### src/rtl/serial_adder.sv
// serial_adder: bit-serial ripple adder, one full-adder bit per clock, LSB first.
// Computes (a + b + cin) mod 2^WIDTH plus carry-out over WIDTH RUN cycles.
//
// Parameters:
//   WIDTH  operand/result width in bits (2..64), default 8
//
// Ports:
//   clk    in   sole clock, rising edge
//   rst    in   synchronous active-high reset
//   start  in   request; accepted only in IDLE or DONE
//   a, b   in   WIDTH-bit addends, captured on the accepting edge
//   cin    in   carry-in to bit 0, captured on the accepting edge
//   sum    out  registered WIDTH-bit result, updated only on DONE entry
//   busy   out  high while in RUN
//   done   out  one-cycle result-valid pulse (state DONE)
//   cout   out  registered carry-out of the MSB
//   ovf    out  registered signed overflow (only with SERIAL_ADDER_OVF_EN)
//
// Build option:
//   SERIAL_ADDER_OVF_EN  when defined, adds the ovf output and its logic.

module serial_adder #(
    parameter int WIDTH = 8
) (
    input  logic             clk,
    input  logic             rst,
    input  logic             start,
    input  logic [WIDTH-1:0] a,
    input  logic [WIDTH-1:0] b,
    input  logic             cin,
    output logic [WIDTH-1:0] sum,
    output logic             busy,
    output logic             done,
    output logic             cout
`ifdef SERIAL_ADDER_OVF_EN
   ,output logic             ovf
`endif
);

    localparam int CW = $clog2(WIDTH);

    typedef enum logic [1:0] {
        IDLE = 2'd0,
        RUN  = 2'd1,
        DONE = 2'd2
    } state_t;

    state_t r_state;
    state_t w_next;

    // Operand shift registers; bit 0 is always the bit being added.
    logic [WIDTH-1:0] r_a;
    logic [WIDTH-1:0] r_b;
    logic             r_c;
    logic [CW-1:0]    r_cnt;

    // Holds the WIDTH-1 result bits produced so far, filled from the top.
    logic [WIDTH-2:0] r_acc;

    logic [WIDTH-1:0] r_sum;
    logic             r_cout;
`ifdef SERIAL_ADDER_OVF_EN
    logic             r_ovf;
`endif

    logic             w_accept;
    logic             w_busy;
    logic             w_done;
    logic             w_last;
    logic             w_s;
    logic             w_c;
    logic [WIDTH-1:0] w_acc_full;

    // ------------------------------------------------------------------
    // FSM state register
    // ------------------------------------------------------------------
    always_ff @(posedge clk) begin
        if (rst) begin
            r_state <= IDLE;
        end else begin
            r_state <= w_next;
        end
    end

    // ------------------------------------------------------------------
    // FSM next-state and decoded controls
    // ------------------------------------------------------------------
    always_comb begin
        w_next   = r_state;
        w_accept = 1'b0;
        w_busy   = 1'b0;
        w_done   = 1'b0;
        unique case (r_state)
            IDLE: begin
                if (start) begin
                    w_accept = 1'b1;
                    w_next   = RUN;
                end
            end
            RUN: begin
                w_busy = 1'b1;
                if (w_last) begin
                    w_next = DONE;
                end
            end
            DONE: begin
                w_done = 1'b1;
                if (start) begin
                    w_accept = 1'b1;
                    w_next   = RUN;
                end else begin
                    w_next = IDLE;
                end
            end
            default: begin
                w_next = IDLE;
            end
        endcase
    end

    // ------------------------------------------------------------------
    // One full-adder bit per RUN cycle
    // ------------------------------------------------------------------
    assign w_last     = (r_cnt == CW'(WIDTH - 1));
    assign w_s        = r_a[0] ^ r_b[0] ^ r_c;
    assign w_c        = (r_a[0] & r_b[0]) | (r_c & (r_a[0] ^ r_b[0]));

    // On the last bit this is the complete result: new MSB above the
    // WIDTH-1 bits already collected.
    assign w_acc_full = {w_s, r_acc};

    always_ff @(posedge clk) begin
        if (rst) begin
            r_a    <= '0;
            r_b    <= '0;
            r_c    <= 1'b0;
            r_cnt  <= '0;
            r_acc  <= '0;
            r_sum  <= '0;
            r_cout <= 1'b0;
`ifdef SERIAL_ADDER_OVF_EN
            r_ovf  <= 1'b0;
`endif
        end else if (w_accept) begin
            r_a   <= a;
            r_b   <= b;
            r_c   <= cin;
            r_cnt <= '0;
            r_acc <= '0;
        end else if (w_busy) begin
            r_a   <= {1'b0, r_a[WIDTH-1:1]};
            r_b   <= {1'b0, r_b[WIDTH-1:1]};
            r_c   <= w_c;
            r_cnt <= r_cnt + CW'(1);
            r_acc <= w_acc_full[WIDTH-1:1];
            if (w_last) begin
                r_sum  <= w_acc_full;
                r_cout <= w_c;
`ifdef SERIAL_ADDER_OVF_EN
                // r_c is the carry into the MSB on the final bit.
                r_ovf  <= r_c ^ w_c;
`endif
            end
        end
    end

    // ------------------------------------------------------------------
    // Outputs
    // ------------------------------------------------------------------
    assign sum  = r_sum;
    assign cout = r_cout;
    assign busy = w_busy;
    assign done = w_done;
`ifdef SERIAL_ADDER_OVF_EN
    assign ovf  = r_ovf;
`endif

endmodule

### config.mk
export PLATFORM = sky130hd
export DESIGN_NAME = serial_adder
export DESIGN_NICKNAME = d
export VERILOG_FILES = /design/src/rtl/serial_adder.sv
export SDC_FILE = /design/constraint.sdc
export NUM_CORES = 1
export LEC_CHECK = 0
export ABC_AREA = 1
export CAP_MARGIN = 20
export CORE_ASPECT_RATIO = 2
export CORE_MARGIN = 8
export CORE_UTILIZATION = 66
export CTS_CLUSTER_DIAMETER = 40
export CTS_CLUSTER_SIZE = 30
export DETAILED_ROUTE_END_ITERATION = 7
export DONT_BUFFER_PORTS = 1
export PLACE_DENSITY = 0.82
export SYNTH_ARGS = -nofsm -noshare
export SYNTH_HDL_FRONTEND = slang
export SYNTH_SLANG_ARGS = --single-unit
### constraint.sdc
create_clock -name clk -period 2.6 [get_ports clk]
set_clock_uncertainty 0.1 [all_clocks]
set_input_delay 0.39 -clock clk [delete_from_list [all_inputs] [get_ports clk]]
set_output_delay 0.39 -clock clk [all_outputs]
set_load 0.02 [all_outputs]
* Word level (Yosys, flattened, before mapping)
Index checks and enable logic that the tools add are counted.
Word-level totals: register bits 38
Operators by class: $add $sub $neg 1, equality and inequality tests 5, muxes and demuxes 14, bitwise operators 6, reductions and logical operators 6
Operator list (number):
- 8-bit 2-to-1 mux | 4
- 1-bit 2-to-1 mux | 7
- 2-bit case mux with 3 select lines | 1
- 2-bit 2-to-1 mux | 2
- 2-bit != test (second input constant) | 2
- 2-bit OR reduction | 2
- 3-bit by 1-bit adder with 3-bit output (second input constant) | 1
- 3-bit equality test (second input constant) | 1
- 3-bit AND reduction | 1
- 1-bit AND | 2
- 2-bit by 1-bit equality test with 1-bit output (second input constant) | 1
- 2-bit equality test (second input constant) | 1
- 2-bit logical NOT | 1
- 2-bit AND reduction | 1
- 2-bit nonzero test | 1
- 1-bit bitwise XOR | 2
- 1-bit inverter | 1
- 1-bit OR | 1

* Logic depth before layout (Yosys ltp)
Gate-level depths: netlist (run 1).
word-level depth 5, gate-level depth with buffers 8, mapped depth without buffers 8

* Worst setup path before layout (run 1)
OpenSTA, ideal clock, no wires.
kind reg-to-output, start point reg r_state[0], end point out busy, data arrival time 0.746 ns, slack 1.364 ns, stages on the path, launching flop included 5, path through dfxtp_1 buf_6 nand2_4 buf_12 inv_6
Between the ends: longest elaborated chain between the ends 2
Ends and longest elaborated chain:
- from (decl) | RTL line 48 | state_t r_state;
- from (signal assigned) | RTL line 81 | r_state <= w_next;
- 2-bit by 1-bit equality test with 1-bit output | RTL line 93 | unique case (r_state)
- 1-bit 2-to-1 mux | RTL line 93
- to (decl) | RTL line 32 | output logic busy,
No other way between the ends.

* Final worst setup path (run 1)
Ends and elaborated chain as after synthesis.

==> results summary, run 1 <==
The highest attainable clock frequency is 0.5294 GHz. The number of vias per cell came out at 5.174. The worst path required time came out at 2.11 ns. The cell at the root of the clock tree is sky130_fd_sc_hd__clkbuf_8. The top-level I/O count is 31. The synthesized-area fraction occupied by xor and xnor cells is 0.005022.

The setup violation total in the final timing report came out at 0. The buffer depth of the longest clock path came out at 2. The final-layout fill cell count is 234.

The number of distinct standard cells referenced by the synthesized netlist is 25. The mean instance size in the synthesized netlist came out at 7.518 um2. After synthesis, the largest family of logic cells by area is simple AND/OR/NAND/NOR gates.

The top cell types in the final layout, fill and taps aside, are sky130_fd_sc_hd__nand2_1, sky130_fd_sc_hd__dfxtp_1, sky130_fd_sc_hd__nor2_1. The width of the die is 52.35 um. The final RePlAce weighted congestion came out at 0.7493. Of the total power, registers draw 0.537. Post-CTS timing repair inserted 0 buffers for setup.

Entering global routing, the biggest net connects 30 pins. The minimum setup slack after placement is 0.9465 ns. The placed cell count is 251.

The overall fraction of global-route tracks in use came out at 0.1564. The post-cts resize count is 0. In the post-route analysis, the smallest setup slack over all paths is 0.7112 ns. The number of search-and-repair iterations in the first detailed-routing pass is 4.

Buffers placed on the I/O ports in this run total 0. The complex-gate fraction of the synthesized area came out at 0.1112. The routed wire length is 3397 um. The core region is 2537 um2. For the pin with the worst max-slew slack, the measured transition is 0.5196 ns. The die height is 88.70 um. The worst hold path belongs to the class in2reg.

The non-filler instance count after layout is 259. The number of remaining DRC errors is 0. Summing all placed instances gives a cell area of 1677 um2. The post-synthesis mux area share is 0. Of the total synthesized cell area, the portion taken by full adders, half adders and majority gates is 0.02582.

The data arrival time at the worst-slack endpoint is 1.40 ns. The switching power of the nets came out at 311.8 uW. After synthesis the cells add up to 1744 um2. The antenna diode instance count came out at 0. Of the total synthesized cell area, the portion taken by AND, OR, NAND and NOR gates is 0.2812. The worst setup path is of the reg2out kind. The internal power consumption is 874.6 uW. The via count of the first global-routing pass is 1236. After routing the design area is 1768 um2. The count of antenna-violating nets left after detailed routing came out at 0. The worst setup path is captured at an output port. The detailed-route via count came out at 1340. The post-synthesis sequential area ratio came out at 0.4362. The TritonCTS sink count is 38.

The layout-stage area growth over the synthesis result is 1.363%. The reported leakage power is 0.8399 nW. The share of total power dissipated in the clock network is 0.346. The clock-pin transition on the worst setup and hold timing paths came out at 0.07 ns. The final HPWL from detailed placement is 2532 um.

The worst ir drop on vdd is 0.6522 mV. The gate count after technology mapping came out at 232. The hold violation count in the final report is 0.

The total congestion overflow came out at 0. The floorplan row count is 26. The net count reported at finish is 253.

The starting utilization of the core area is 0.6874. The number of buffers created by CTS came out at 5. Along the worst path, the maximum fanout reaches 29. The first global-routing pass estimated 5506 um of wire.

The run finished with clean final reports. The number of buffers inserted by hold repair at cts came out at 0. The floorplan step defined a die boundary enclosing 4643 um2. The TritonCTS clock tree is built.

The initial detailed-routing violation count came out at 12. In the final layout, the share of cells above drive strength 1 is 0.1126. The final cycle utilization of the critical path is 0.7265. The most common cell after layout, fill and taps aside is sky130_fd_sc_hd__nand2_1. The total of flip-flops plus latches after synthesis came out at 38.

The clock latency on the worst-skew pair came out at 0.29 ns. The kind of launch point of the worst setup path is a flop. Measured against its own limit, the worst slew margin works out to 0.6532. The count of max-cap constraint violations is 0. Power spread over the standard cell area amounts to 671.1 nW/um2.

The number of pins exceeding their max-slew limit in the final report is 0. The count of H-tree levels built during CTS came out at 2. Yosys printed 0 warnings. The initial antenna violation count is 0. The sum of negative setup slack came out at 0 ns.

Setup repair after global routing left no endpoint under its margin. The net count of the mapped netlist is 255. The routed design could run at a clock period as short as 1.889 ns. The part of the power in combinational logic is 0.117. The average wire per standard cell is 13.12 um.

The switching power share of the total is 0.2628.
## synthesized netlist by cell type
master,number,area (um2)
sky130_fd_sc_hd__nand2_1,48,180.2
sky130_fd_sc_hd__dfxtp_1,38,760.7
sky130_fd_sc_hd__nor2_1,32,120.1
sky130_fd_sc_hd__inv_1,30,112.6
sky130_fd_sc_hd__a21oi_1,16,80.08
sky130_fd_sc_hd__nand3_1,15,75.07
sky130_fd_sc_hd__o21ai_0,15,75.07
sky130_fd_sc_hd__o21ai_1,6,30.03
sky130_fd_sc_hd__buf_6,4,45.04
sky130_fd_sc_hd__inv_2,4,15.01
sky130_fd_sc_hd__nand3_2,4,40.04
sky130_fd_sc_hd__nand2_4,3,33.78
sky130_fd_sc_hd__buf_12,2,40.04
sky130_fd_sc_hd__ha_1,2,25.02
sky130_fd_sc_hd__nor2_2,2,12.51
sky130_fd_sc_hd__nor2_4,2,22.52
sky130_fd_sc_hd__a21oi_2,1,8.760
sky130_fd_sc_hd__buf_2,1,5.000
sky130_fd_sc_hd__buf_4,1,7.510
sky130_fd_sc_hd__clkbuf_2,1,5.000
sky130_fd_sc_hd__fa_1,1,20.02
sky130_fd_sc_hd__inv_4,1,6.260
sky130_fd_sc_hd__inv_6,1,8.760
sky130_fd_sc_hd__nand2_2,1,6.260
sky130_fd_sc_hd__xor2_1,1,8.760
## metrics by stage
step           power [mW]  hold slack [ns]  utilization
2_1_floorplan      0.7851           0.3395            -
3_3_place_gp       0.7876           0.3417       0.6608
3_5_place_dp       0.7903           0.3527       0.6608
4_1_cts             1.200          0.04423       0.6967
5_1_grt             1.242          0.04157       0.6967
6_report            1.186          0.05152       0.6967
## logic make-up after synthesis
group,Yosys count
AO/OA/AOI/OAI,38
XOR/XNOR,1
adder cells (fa/ha/maj),3
buffers and inverters,45
flip-flops,38
AND/OR/NAND/NOR,107
## cell type report
type,instances,area [um2],share of cell area
multi-input cells,149,738.2,0.4176
well taps,28,35.03,0.01982
inverters,36,142.6,0.08068
flip-flops and latches,38,760.7,0.4303
clock buffers,7,86.33,0.04883
clock inverters,1,5.005,0.002831
## per-layer routing
| metal | share of wire | vias up | global-route usage |
|---|---|---|---|
| li1 | - | 710 | - |
| met1 | 0.37 | 601 | 0.1429 |
| met2 | 0.55 | 22 | 0.2877 |
| met3 | 0.062 | 7 | 0.06229 |
| met4 | 0.018 | 0 | 0.06398 |
| met5 | 0 | - | 0 |
## sequential cells by signal (all words and copies together) (netlist names)
signal / count
r_a: 8
r_b: 8
sum: 8
r_acc: 7
r_cnt: 3
r_state: 2
cout: 1
r_c: 1
## power by group through the flow
stage                     Sequential (mW)  Combinational [mW]  Clock [mW]
after floorplan                     0.641               0.144           0
after global routing                0.642               0.159       0.442
final                               0.637               0.139       0.411
after detailed placement            0.650               0.140           0
after CTS                           0.637               0.142       0.421
after global placement              0.649               0.138           0
## final timing paths
| check | startpoint | end | slack [ns] | cells past startpoint |
|---|---|---|---|---|
| hold / removal | rst | r_a[5]$_SDFFE_PP0P_ | 0.05 | 1 |
| setup / recovery | r_state[0]$_SDFFE_PP0P_ | busy | 0.71 | 2 |
| hold reg to reg | r_a[7]$_SDFFE_PP0P_ | r_a[7]$_SDFFE_PP0P_ | 0.36 | 2 |
| setup reg to reg | r_state[0]$_SDFFE_PP0P_ | sum[2]$_SDFFE_PP0P_ | 0.95 | 5 |
## worst max-delay path: stages, from the launching register on
cell	delay [ns]
sky130_fd_sc_hd__dfxtp_1	0.58
sky130_fd_sc_hd__nand2_4	0.31
sky130_fd_sc_hd__inv_6	0.21
(Power assumes the default switching activity.)
==> run 2: changes to the inputs <==
- CORE_UTILIZATION: 66 -> 61
- PLACE_DENSITY: 0.82 -> 0.77
- clock period: 2.6 -> 1.93 ns (I/O delays scaled with it)
==> results summary, run 2 (synthesis gave the netlist of run 1 again) <==
The area of the multi-input gates came out at 738.2 um2 (unchanged). The cell at the root of the clock tree was sky130_fd_sc_hd__clkbuf_8 (unchanged). The number of buffers created by CTS is 5 (unchanged). The count of buffer and inverter cells on the critical path came to 1 (unchanged). The post-cts resize count is 0 (unchanged).

The clock latency on the worst-skew pair is 0.29 ns (about the same). Commonest cells after routing, fill and taps aside: sky130_fd_sc_hd__nand2_1, sky130_fd_sc_hd__dfxtp_1, sky130_fd_sc_hd__nor2_1 (unchanged). The worst ir drop on vdd was 1.255 mV (was 0.6522 mV). The layout-stage area growth over the synthesis result is 5.380% (was 1.363%). The number of vias per cell is 5.309 (was 5.174). The count of H-tree levels built during CTS is 2 (unchanged).

The floorplan row count is 27 (was 26). The setup violation total in the final timing report is 0 (unchanged). The number of pins exceeding their max-slew limit in the final report is 0 (unchanged).

The sum of negative setup slack came out at 0 ns (unchanged). The endpoint type of the worst setup path is an output port (unchanged). The reported leakage power came to 0.8718 nW (was 0.8399 nW).

The launch instance of the worst register-to-register path is r_state[0]$_SDFFE_PP0P_ (unchanged). The fraction of layout cells with a size suffix above 1 came out at 0.1202 (was 0.1126). Result of the run: finished clean (unchanged). In the finished design, the share of the clock period the worst path needs comes to 0.8373. Cell Chain, Critical Path: nand2_4, inv_6 (unchanged). The count of antenna-violating nets left after detailed routing came out at 0 (unchanged). RSZ-0062 raised after global routing: no (unchanged). The final HPWL from detailed placement is 2550 um (was 2532 um). The slowest cell on the critical path is sky130_fd_sc_hd__dfxtp_1 (unchanged). The via count of the first global-routing pass came out at 1359 (was 1236).

The number of cells on the worst reg-to-reg path came out at 7 (was 5). The worst hold slack is 0.03434 ns (was 0.05152 ns). The TritonCTS sink count is 38 (unchanged). The destination of the worst hold path was r_b[7]$_SDFFE_PP0P_ (was r_a[5]$_SDFFE_PP0P_). The number of cells on the worst hold path came out at 2 (was 1). The highest attainable clock frequency came out at 0.6188 GHz. The slew at the pin closest to its max-slew limit came out at 0.5504 ns (was 0.5196 ns). The initial antenna violation count is 0 (unchanged).

The startpoint of the most critical hold path is b[7] (was rst). The global-route wire length before repair is 6051 um (was 5506 um). The antenna diode instance count came out at 0 (unchanged).

The port buffer count came out at 0 (unchanged). The hold violation count in the final report came out at 0 (unchanged). The routed wire length is 3548 um (was 3397 um).

The initial detailed-routing violation count was 21 (was 12). The overall power is 1.891 mW (was 1.186 mW). The largest fanout on the critical path is 10 (was 29). The clock-pin transition on the worst setup and hold timing paths came out at 0.07 ns (about the same). The final RePlAce weighted congestion came out at 0.7708 (was 0.7493).

The largest net degree at the start of global routing came out at 25 (was 30). The starting utilization of the core area is 0.6374 (was 0.6874). The start-to-end type of the worst setup path is reg2out (unchanged). The number of buffers inserted by hold repair at cts came out at 1 (was 0). The detailed-route via count is 1391 (was 1340).

The total area of sequential cells is 760.7 um2 (unchanged). The total core area is 2736 um2 (was 2537 um2). For the finished layout, the period the worst path requires is 1.616 ns. The peak per-stage delay on the critical path came out at 0.62 ns (was 0.58 ns). The buffer depth of the longest clock path was 2 (unchanged). The slack of the worst reg-to-reg path was 0.37 ns (was 0.95 ns).

The area enclosed by the die boundary came out at 4930 um2 (was 4643 um2). The power per standard cell area is 1029 nW/um2 (was 671.1 nW/um2). The width of the die was 53.81 um (was 52.35 um). The relative slew slack was 0.6327 (was 0.6532). The data arrival time at the worst-slack endpoint is 1.23 ns (was 1.40 ns).

The die height is 91.62 um (was 88.70 um). The number of post-CTS setup repair buffers came out at 0 (unchanged). The worst path required time came to 1.54 ns (was 2.11 ns). The net count reported at finish came out at 255 (was 253). The number of search-and-repair iterations in the first detailed-routing pass came out at 4 (unchanged). The kind of launch point of the worst setup path is a flop (unchanged). The top-level I/O count came out at 31 (unchanged). The number of remaining DRC errors came out at 0 (unchanged). The capture point of the worst reg-to-reg path is r_b[5]$_SDFFE_PP0P_ (was sum[2]$_SDFFE_PP0P_). The average wire per standard cell came out at 13.54 um (was 13.12 um). The kind of cell adding the most delay to the critical path is flip-flops (unchanged). The most common cell after layout, fill and taps aside was sky130_fd_sc_hd__nand2_1 (unchanged). The final-layout fill cell count came out at 270 (was 234). The count of max-cap constraint violations is 0 (unchanged). The TritonCTS clock tree is built (unchanged). The overall fraction of global-route tracks in use is 0.1631 (was 0.1564). The worst min-delay path class was in2reg (unchanged). The total congestion overflow is 0 (unchanged).
[run 2: cell type report]
| type | count | area share |
|---|---|---|
| well taps | 29 | 0.01974 |
| multi-input cells | 149 | 0.4016 |
| clock inverters | 2 | 0.03268 |
| flip-flops and latches | 38 | 0.4139 |
| repair buffers | 2 | 0.009530 |
| inverters | 36 | 0.07760 |
| clock buffers | 6 | 0.04493 |
[run 2: worst reg2reg max path, cell delays in order, from the launching register on]
cell	delay (ns)
sky130_fd_sc_hd__dfxtp_1	0.62
sky130_fd_sc_hd__inv_2	0.11
sky130_fd_sc_hd__nand2_4	0.26
sky130_fd_sc_hd__nand2_4	0.10
sky130_fd_sc_hd__inv_4	0.11
sky130_fd_sc_hd__nand2_1	0.06
sky130_fd_sc_hd__nand2_1	0.07
sky130_fd_sc_hd__nor2_2	0.03
[run 2: routing by layer]
layer | wire, um | track usage | up-vias
met5 | 0 | 0 | -
met4 | 137 | 0.1123 | 0
met3 | 214 | 0.05502 | 10
met2 | 1931 | 0.2811 | 26
met1 | 1264 | 0.1470 | 643
li1 | - | - | 712
[run 2: power by group]
group,switching (mW),internal [mW]
Combinational,0.127,0.0664
Clock,0.288,0.551
Sequential,0.0313,0.827
Total,0.447,1.44
[run 2: how the worst max path moves through the flow]
| stage | startpoint | depth (start not counted) | end |
|---|---|---|---|
| after floorplan | r_cnt[0]$_SDFFE_PP0N_ | 7 | sum[2]$_SDFFE_PP0P_ |
| after global placement | r_state[0]$_SDFFE_PP0P_ | 7 | r_b[1]$_SDFFE_PP0P_ |
| after detailed placement | r_state[0]$_SDFFE_PP0P_ | 7 | r_b[4]$_SDFFE_PP0P_ |
| after CTS | r_state[0]$_SDFFE_PP0P_ | 2 | busy |
| after global routing | r_state[0]$_SDFFE_PP0P_ | 2 | busy |
| final | r_state[0]$_SDFFE_PP0P_ | 2 | busy |
[run 2: stage by stage]
stage | utilization | worst slack (ns) | cell area (um2) | cells
final | 0.6717 | 0.3141 | 1838 | 262
after detailed placement | 0.6159 | 0.3860 | 1685 | 253
after global routing | 0.6717 | 0.2374 | 1838 | 262
after global placement | 0.6159 | 0.4290 | 1685 | 253
after CTS | 0.6717 | 0.3060 | 1838 | 262
after floorplan | - | 0.6959 | 1744 | 232
